`src/rtl/mem_lsu_pkg.sv`:
```
// Shared definitions for the memory-access stage: op codes, bus/register
// widths, reset/write-enable levels and the LSU FSM state type.
package mem_lsu_pkg;

  localparam int unsigned REG_BUS_W      = 32;
  localparam int unsigned REG_ADDR_BUS_W = 5;

  localparam logic [REG_BUS_W-1:0] ZERO_WORD     = '0;
  localparam logic                 RST_ENABLE    = 1'b1;
  localparam logic                 WRITE_ENABLE  = 1'b1;
  localparam logic                 WRITE_DISABLE = 1'b0;

  localparam logic [7:0] EXE_NOP_OP = 8'b0000_0000;
  localparam logic [7:0] EXE_ADD_OP = 8'b0010_0000;
  localparam logic [7:0] EXE_LB_OP  = 8'b1110_0000;
  localparam logic [7:0] EXE_LBU_OP = 8'b1110_0100;
  localparam logic [7:0] EXE_LH_OP  = 8'b1110_0001;
  localparam logic [7:0] EXE_LHU_OP = 8'b1110_0101;
  localparam logic [7:0] EXE_LW_OP  = 8'b1110_0011;
  localparam logic [7:0] EXE_SB_OP  = 8'b1110_1000;
  localparam logic [7:0] EXE_SH_OP  = 8'b1110_1001;
  localparam logic [7:0] EXE_SW_OP  = 8'b1110_1011;

  typedef enum logic [1:0] {
    LSU_IDLE = 2'd0,
    LSU_BUSY = 2'd1,
    LSU_DONE = 2'd2
  } lsu_state_e;

  function automatic logic is_load_op(input logic [7:0] op);
    return (op == EXE_LB_OP) || (op == EXE_LBU_OP) || (op == EXE_LH_OP) ||
           (op == EXE_LHU_OP) || (op == EXE_LW_OP);
  endfunction

  function automatic logic is_store_op(input logic [7:0] op);
    return (op == EXE_SB_OP) || (op == EXE_SH_OP) || (op == EXE_SW_OP);
  endfunction

  function automatic logic is_mem_op(input logic [7:0] op);
    return is_load_op(op) || is_store_op(op);
  endfunction

endpackage

```
`src/rtl/mem_lane_align.sv`:
```
// Big-endian byte-lane steering: byte enables and replicated store data for
// the bus, plus lane extraction with sign/zero extension for loads.
module mem_lane_align
  import mem_lsu_pkg::*;
(
  input  logic [7:0]  aluop,
  input  logic [1:0]  addr_lo,
  input  logic [31:0] store_data,
  input  logic [31:0] load_rdata,
  output logic [3:0]  sel,
  output logic [31:0] store_wdata,
  output logic [31:0] load_data
);

  logic [7:0]  byte_lane;
  logic [15:0] half_lane;

  // Lane 0 (addr 0) is the most significant byte.
  always_comb begin
    byte_lane = load_rdata[31:24];
    case (addr_lo)
      2'd0: byte_lane = load_rdata[31:24];
      2'd1: byte_lane = load_rdata[23:16];
      2'd2: byte_lane = load_rdata[15:8];
      2'd3: byte_lane = load_rdata[7:0];
      default: byte_lane = load_rdata[31:24];
    endcase
    half_lane = addr_lo[1] ? load_rdata[15:0] : load_rdata[31:16];
  end

  // Halfword ops look only at addr[1] and word ops ignore addr[1:0],
  // which is what forces misaligned addresses down to alignment.
  always_comb begin
    sel         = 4'b0000;
    store_wdata = ZERO_WORD;
    load_data   = ZERO_WORD;
    case (aluop)
      EXE_LB_OP, EXE_LBU_OP, EXE_SB_OP: begin
        sel         = 4'b1000 >> addr_lo;
        store_wdata = {4{store_data[7:0]}};
        load_data   = (aluop == EXE_LB_OP) ? {{24{byte_lane[7]}}, byte_lane}
                                           : {24'd0, byte_lane};
      end
      EXE_LH_OP, EXE_LHU_OP, EXE_SH_OP: begin
        sel         = addr_lo[1] ? 4'b0011 : 4'b1100;
        store_wdata = {2{store_data[15:0]}};
        load_data   = (aluop == EXE_LH_OP) ? {{16{half_lane[15]}}, half_lane}
                                           : {16'd0, half_lane};
      end
      EXE_LW_OP, EXE_SW_OP: begin
        sel         = 4'b1111;
        store_wdata = store_data;
        load_data   = load_rdata;
      end
      default: ;
    endcase
  end

endmodule

```
`src/rtl/mem_lsu.sv`:
```
// Memory-access stage: ALU pass-through plus a single-outstanding req/ack
// load/store engine. LSU_ALIGN_CHECK_EN adds misalign_o and blocks misaligned ops.
module mem_lsu
  import mem_lsu_pkg::*;
#(
  parameter int unsigned ADDR_W = 32
) (
  input  logic              clk,
  input  logic              rst,
  input  logic [4:0]        wd_i,
  input  logic              wreg_i,
  input  logic [31:0]       wdata_i,
  input  logic [31:0]       hi_i,
  input  logic [31:0]       lo_i,
  input  logic              whilo_i,
  input  logic [7:0]        aluop_i,
  input  logic [ADDR_W-1:0] mem_addr_i,
  input  logic [31:0]       reg2_i,
  output logic [4:0]        wd_o,
  output logic              wreg_o,
  output logic [31:0]       wdata_o,
  output logic [31:0]       hi_o,
  output logic [31:0]       lo_o,
  output logic              whilo_o,
  output logic              stallreq,
  output logic              bus_req,
  output logic              bus_we,
  output logic [ADDR_W-1:0] bus_addr,
  output logic [3:0]        bus_sel,
  output logic [31:0]       bus_wdata,
  input  logic [31:0]       bus_rdata,
  input  logic              bus_ack
`ifdef LSU_ALIGN_CHECK_EN
  ,
  output logic              misalign_o
`endif
);

  lsu_state_e  state, state_nxt;
  logic [31:0] rdata_q;
  logic        mem_op;
  logic        load_op;
  logic        misalign;
  logic        start;
  logic [3:0]  lane_sel;
  logic [31:0] lane_wdata;
  logic [31:0] lane_load;

  assign mem_op  = is_mem_op(aluop_i);
  assign load_op = is_load_op(aluop_i);

`ifdef LSU_ALIGN_CHECK_EN
  always_comb begin
    misalign = 1'b0;
    case (aluop_i)
      EXE_LH_OP, EXE_LHU_OP, EXE_SH_OP: misalign = mem_addr_i[0];
      EXE_LW_OP, EXE_SW_OP:             misalign = |mem_addr_i[1:0];
      default:                          misalign = 1'b0;
    endcase
  end
  assign misalign_o = (state == LSU_IDLE) && misalign;
`else
  assign misalign = 1'b0;
`endif

  mem_lane_align u_lane (
    .aluop       (aluop_i),
    .addr_lo     (mem_addr_i[1:0]),
    .store_data  (reg2_i),
    .load_rdata  (rdata_q),
    .sel         (lane_sel),
    .store_wdata (lane_wdata),
    .load_data   (lane_load)
  );

  always_ff @(posedge clk) begin
    if (rst == RST_ENABLE) begin
      state     <= LSU_IDLE;
      bus_req   <= 1'b0;
      bus_we    <= 1'b0;
      bus_addr  <= '0;
      bus_sel   <= '0;
      bus_wdata <= '0;
      rdata_q   <= '0;
    end else begin
      state <= state_nxt;
      if (start) begin
        bus_req   <= 1'b1;
        bus_we    <= !load_op;
        bus_addr  <= {mem_addr_i[ADDR_W-1:2], 2'b00};
        bus_sel   <= lane_sel;
        bus_wdata <= lane_wdata;
      end else if ((state == LSU_BUSY) && bus_ack) begin
        bus_req <= 1'b0;
        rdata_q <= bus_rdata;
      end
    end
  end

  // Result reaches mem_wb in DONE, the only state where stallreq drops.
  always_comb begin
    state_nxt = state;
    start     = 1'b0;
    stallreq  = 1'b0;
    wd_o      = wd_i;
    wreg_o    = wreg_i;
    wdata_o   = wdata_i;
    hi_o      = hi_i;
    lo_o      = lo_i;
    whilo_o   = whilo_i;
    case (state)
      LSU_IDLE: begin
        if (mem_op) begin
          wreg_o  = WRITE_DISABLE;
          whilo_o = WRITE_DISABLE;
          if (!misalign) begin
            stallreq  = 1'b1;
            start     = 1'b1;
            state_nxt = LSU_BUSY;
          end
        end
      end
      LSU_BUSY: begin
        stallreq = 1'b1;
        if (mem_op) begin
          wreg_o  = WRITE_DISABLE;
          whilo_o = WRITE_DISABLE;
        end
        if (bus_ack) state_nxt = LSU_DONE;
      end
      LSU_DONE: begin
        if (mem_op) begin
          wreg_o  = load_op ? wreg_i : WRITE_DISABLE;
          wdata_o = lane_load;
          whilo_o = WRITE_DISABLE;
        end
        state_nxt = LSU_IDLE;
      end
      default: state_nxt = LSU_IDLE;
    endcase
  end

endmodule
```
`config.mk`:
```
export PLATFORM = sky130hd
export DESIGN_NAME = mem_lsu
export DESIGN_NICKNAME = d
export VERILOG_FILES = /design/src/rtl/mem_lsu_pkg.sv /design/src/rtl/mem_lane_align.sv /design/src/rtl/mem_lsu.sv
export SDC_FILE = /design/constraint.sdc
export NUM_CORES = 1
export LEC_CHECK = 0
export CORE_AREA = 2 2 149 151
export DETAILED_ROUTE_END_ITERATION = 10
export DIE_AREA = 0 0 151 153
export PLACE_DENSITY_LB_ADDON = 0.2
export SLEW_MARGIN = 20
export SYNTH_ARGS = -nofsm -noshare
export SYNTH_HDL_FRONTEND = slang
export SYNTH_HIERARCHICAL = 1
export SYNTH_SLANG_ARGS = --single-unit
```
`constraint.sdc`:
```
create_clock -name clk -period 2.8 [get_ports clk]
set_clock_uncertainty 0.2 [all_clocks]
set_input_delay 0.42 -clock clk [delete_from_list [all_inputs] [get_ports clk]]
set_output_delay 0.42 -clock clk [all_outputs]
set_load 0.1 [all_outputs]
```
* Word level (Yosys, flattened, before mapping)
Cells that the tools add are included.
Word-level totals: flip-flop bits (word level) 102, input port bits 210, output and inout bits 174, logic and storage cells 67
Operators by class: equal/unequal tests 15, shift operators 1, muxes and demuxes 24, bitwise operators 1, reduce and logical (&&, ||, !) cells 19
Operators by type and width (number):
- $pmux 32 s3 | 2
- $mux 32 | 4
- $eq 8x8->1 const B | 8
- $pmux 8 s4 | 1
- $mux 16 | 1
- $pmux 4 s3 | 1
- $mux 1 | 9
- $reduce_or 3->1 | 3
- $logic_or 1x1->1 | 7
- $eq 2x2->1 const B | 3
- $eq 2x1->1 const B | 2
- $logic_not 2->1 | 2
- $mux 2 | 2
- $mux 4 | 1
- $ne 2x2->1 const B | 2
- $pmux 1 s2 | 2
- $pmux 2 s2 | 1
- $reduce_and 2->1 | 2
- $reduce_or 2->1 | 2
- $shr 4x2->4 const A | 1
- $reduce_bool 2->1 | 1
- $logic_and 1x1->1 | 1
- $logic_not 1->1 | 1
- $not 1->1 | 1

* Depth between registers and ports, before layout
word-level depth 10, gate-level depth with buffers 8, mapped depth without buffers 5

* Modules after synthesis
The synthesis kept the hierarchy.
By module, submodules not included:
- mem_lsu | instances 1, cells an instance 565, area each 5261.3 um2, seq. area each 2042.0 um2
- mem_lane_align | instances 1, cells an instance 153, area each 1267.5 um2, seq. area each 0.0 um2

* Worst setup path before layout
No wires, ideal clock.
path type input to output, start in aluop_i[5], end out whilo_o, arrival time 3068 ps, required time 2180 ps, path slack -888 ps, stages 4, buffers on the path 1, cell sequence and4b_1 -> buf_6 -> and3_1 -> a21boi_0
On the way: cells in the longest elaborated chain, start to end 8, elaborated cells between the ends (all ways) 17, classes of those cells 8 x eq/ne; 2 x mux; 7 x reduce/logical
RTL lines:
- start: declaration | line mem_lsu.sv:16 | input logic [7:0] aluop_i,
- $eq 8x8->1 | line mem_lsu_pkg.sv:31 | return (op == EXE_LB_OP) || (op == EXE_LBU_OP) || (op == EXE_LH_OP) ||
- $logic_or 1x1->1 (3 in a row) | line mem_lsu_pkg.sv:31
- $logic_or 1x1->1 | line mem_lsu_pkg.sv:32 | (op == EXE_LHU_OP) || (op == EXE_LW_OP);
- $logic_or 1x1->1 (*) | line mem_lsu_pkg.sv:40 | return is_load_op(op) || is_store_op(op);
- $mux 1 (*) | line mem_lsu.sv:113, mem_lsu.sv:125, mem_lsu.sv:132
- $mux 1 (*)
- end: declaration | line mem_lsu.sv:24 | output logic whilo_o,
Every way passes the cells marked *; elsewhere a longest branch is shown, timed or not.

* Worst setup path in the final report
start reg rdata_q[20], end out wdata_o[4]
On the way: cells in the longest elaborated chain, start to end 5, elaborated cells between the ends (all ways) 7, classes of those cells 7 x mux
RTL lines:
- start: declaration | line mem_lsu.sv:40 | logic [31:0] rdata_q;
- start signal: assignment | line mem_lsu.sv:95 | rdata_q <= bus_rdata;
- $pmux 8 s4 or $mux 16 (tied branches) | line mem_lane_align.sv:21, mem_lane_align.sv:28
- $mux 32, on equally long branches | line mem_lane_align.sv:41, mem_lane_align.sv:47
- $pmux 32 s3 (*) | line mem_lane_align.sv:37 | case (aluop)
- net lane_load[4] | line mem_lsu.sv:47 | logic [31:0] lane_load;
- $mux 32 (*) | line mem_lsu.sv:132 | if (mem_op) begin
- $mux 32 (*) | line mem_lsu.sv:111 | case (state)
- end: declaration | line mem_lsu.sv:21 | output logic [31:0] wdata_o,
Mark *: on every way through the listed nets, which the timed path passes. The rest lies on a longest branch.

==> summary.md <==
| Metric | Value |
|---|---|
| Slew HR | 60.95% |
| Vias in the first global route | 5,674 |
| Maximum VDD drop | 0.1810 mV |
| Gp weighted congestion | 0.7826 |
| DR vias | 5,725 |
| Die Wd | 151 µm |
| Final instance area | 9514 µm² |
| WS Path Type | flop to output port |
| DRC viols | 0 |
| R2R Path End | bus_addr[6]$_SDFFE_PP0P_ |
| Vias/cell | 4.795 |
| Clk_lat worst skew | 350 ps |
| Flop2flop setup slack | 1010 ps |
| Final worst-path cycle share | 98.19% |
| Number of cells on the worst reg-to-reg path | 4 |
| RSZ-0062 raised after global routing | no |
| Port Buffers | 243 |
| Worst Setup Start Kind | flop |
| Clock Tree Buf Depth | 2 |
| Leakage power total | 3.602 nW |
| Top cell type by total area after synthesis | dfxtp_1 |
| Clk sinks | 102 |
| RR Startpoint | state[1]$_SDFFE_PP0P_ |
| Power Density | 372.7 nW/µm² |
| Final Hold Vio Count | 0 |
| Remaining global-route overflow | 0 |
| Antenna cells | 0 |
| Number of nets in the layout | 1,119 |
| WP data required | 2180 ps |
| Largest net degree at the start of global routing | 74 |
| Status | completed |
| Synthesized instance count | 718 |
| Share of layout cells above drive strength 1 | 24.40% |
| Critical Path, Cell by Cell | mux4_2, and4_1, a221o_1, mux2_2, buf_12 |
| Final count of negative-setup-slack endpoints | 0 |
| Synth Warn # | 6 |
| Register area share after synthesis | 31.28% |
| Synthesized area | 6529 µm² |
| TritonCTS buffer count | 9 |
| Initial DRC count | 234 |
| TritonRoute pass-1 iters | 5 |
| Hold Path Class | flop to flop |
| Tmin final | 2749 ps |
| Worst Setup End Kind | output port |
| Dpl cells | 1,175 |
| DRT Wirelength | 21,260 µm |
| IO Pins | 384 |
| Finished Layout Cells | 1,194 |
| Post-DP Area | 9163 µm² |
| Cell variety after synth | 47 |
| Crit path max fanout | 4 |
| WHS Endpoint | bus_sel[0]$_SDFFE_PP0P_ |
| CTS tree | built |
| Top cell type's share of synthesized area | 31.28% |
| Hold-fix buffer count after cts | 0 |
| Chip height | 153 µm |
| Average wire per standard cell | 17.80 µm |
| Crit path max-delay cell type | mux4_2 |
| Slew Viols, Final | 0 |
| Hold Path Depth | 2 |
| Htree depth | 3 |
| Synth area leaders | dfxtp_1 (31%), nand2b_1 (13%), mux2i_1 (12%) |
| CP peak stage delay | 460 ps |
| CTS Root Cell | clkbuf_16 |
| HPWL Detailed | 15,820 µm |
| First-pass GRT wire length | 32,140 µm |
| Gr usage total | 17.92% |
| Synth Register Bits | 102 |
| Layout area overhead | 45.73% |
| Initial antenna violation count | 0 |
| Detail Route Antenna Nets | 0 |
| Die area | 23,100 µm² |
| Number of fill cells | 2,125 |
| Worst Tran Pin Value | 585.8 ps |
| Core Area | 21,490 µm² |
| Clock slew seen by the registers of the worst setup and hold paths | 70 ps |
| Worst Min Path Start | bus_sel[0]$_SDFFE_PP0P_ |
| MaxCap Viol Count | 0 |
| Syn avg cell area | 9.093 µm² |
| Post-Route Setup TNS | 0 ps |
| Starting density of the core | 30.39% |
| Worst EP arrival | 2130 ps |
| Peak Freq | 0.3637 GHz |
| Num rows | 54 |
==> state kept, by name (all words and copies together), names as in the netlist <==
signal and count:
bus_wdata 32, rdata_q 32, bus_addr 30, bus_sel 4
state 2, bus_req 1, bus_we 1
==> metal layers <==
metal	up-vias	wire, µm	GRT usage (%)
li1	2790	-	-
met1	2661	8629	21.95
met2	232	9949	29.22
met3	42	2089	5.612
met4	0	588	6.898
met5	-	0	0
==> cells in the mapped netlist, drive strengths merged <==
cell and instances:
nand3b 1, and4 10, a21boi 2, a21oi 37, buf 101, o21ai 17
nand4b 1, and3 1, a21o 1, o41ai 1, conb 1, and4b 2
nor3 3, nand4 2, o31ai 2, nor2 6, a221o 16, inv 4
mux2i 76, clkbuf 24, nor4 2, o2bb2ai 8, and2 9, nor2b 2
nand3 17, nand2 69, mux4 8, a22o 16, o21a 2, and3b 2
a41oi 1, nand2b 135, a31o 2, mux2 33, dfxtp 102, a311oi 1
or4 1
==> power breakdown <==
part	switching [W]	leakage, nW	internal [W]	total [W]
Combinational	0.000446	2.64	0.000400	0.000846
Clock	0.000621	0.139	0.000614	0.00123
Sequential	0.00000677	0.823	0.00146	0.00147
==> cells in the final DEF, fill, tap and decap left out, types with 3 or more instances in the layout <==
master           instances
a221o_1                 16
mux2i_1                 76
mux2_2                  12
nand2b_1               135
dfxtp_1                100
clkbuf_16                9
o21ai_0                 14
buf_6                    3
clkinv_2                 3
buf_12                  44
buf_4                  118
and4_1                   8
mux2_4                   6
nor3_2                   3
nand3_1                 17
dlygate4sd2_1            7
nand2_1                 69
mux4_2                   7
inv_1                    4
mux2_1                  15
a22o_1                  16
o2bb2ai_1                8
a21oi_1                 36
o21ai_1                  3
clkdlybuf4s50_1        129
and2_1                   9
nor2_1                   5
==> worst max path at each step <==
stage	startpoint	endpoint	cells after the start	slack (ps)
2_1_floorplan	aluop_i[5]	whilo_o	4	-120
3_3_place_gp	mem_addr_i[1]	wdata_o[15]	7	-510
3_5_place_dp	mem_addr_i[1]	wdata_o[15]	7	-510
4_1_cts	mem_addr_i[1]	wdata_o[5]	9	0.2
5_1_grt	rdata_q[15]$_SDFFE_PP0P_	wdata_o[15]	5	5
6_report	rdata_q[20]$_SDFFE_PP0P_	wdata_o[4]	5	50
==> layout make-up <==
| type | count | area [µm²] | area share, % |
|---|---|---|---|
| clock buffer | 10 | 229.0 | 2.407 |
| clock inverter | 6 | 43.79 | 0.4603 |
| inverter | 4 | 15.01 | 0.1578 |
| multi-input combinational | 488 | 3641 | 38.27 |
| sequential | 102 | 2044 | 21.49 |
| tap | 280 | 350.3 | 3.682 |
| timing repair buffer | 304 | 3191 | 33.53 |
==> cells by family (layout without fill, tap and decap cells) <==
family	count (synthesis)	after routing	synth area share (%)
flops	102	102	31.28
buf+inv	129	324	13.74
simple gates	263	263	23.48
other cells	1	2	0.05744
compound gates	106	106	11.29
mux	117	117	20.16
==> critical path, delay by kind of cell (launching register included) <==
kind,cells,cell delay (ps)
AOI/OAI and AO/OA,1,280
DFF,1,360
muxes,2,750
and+or+nand+nor,1,210
buffers and inverters,1,170
==> stage by stage <==
step	hold slack [ps]	setup WS [ps]	total power, W	utilization (%)
floorplan	244.7	-118.7	0.002394	-
global placement	250.5	-505.1	0.002340	42.64
detailed placement	263.0	-513.0	0.002340	42.64
CTS	276.6	0.2396	0.003600	44.24
global route	288.3	4.904	0.003675	44.28
finish	273.8	50.60	0.003546	44.28
==> timing repair <==
item,CTS,global route
pin swaps,4,1
buffers inserted,2,0
gates cloned,1,0
resized for setup,27,12
endpoints found under the setup margin,32,20
No activity file was read; power rests on OpenSTA's default activity.
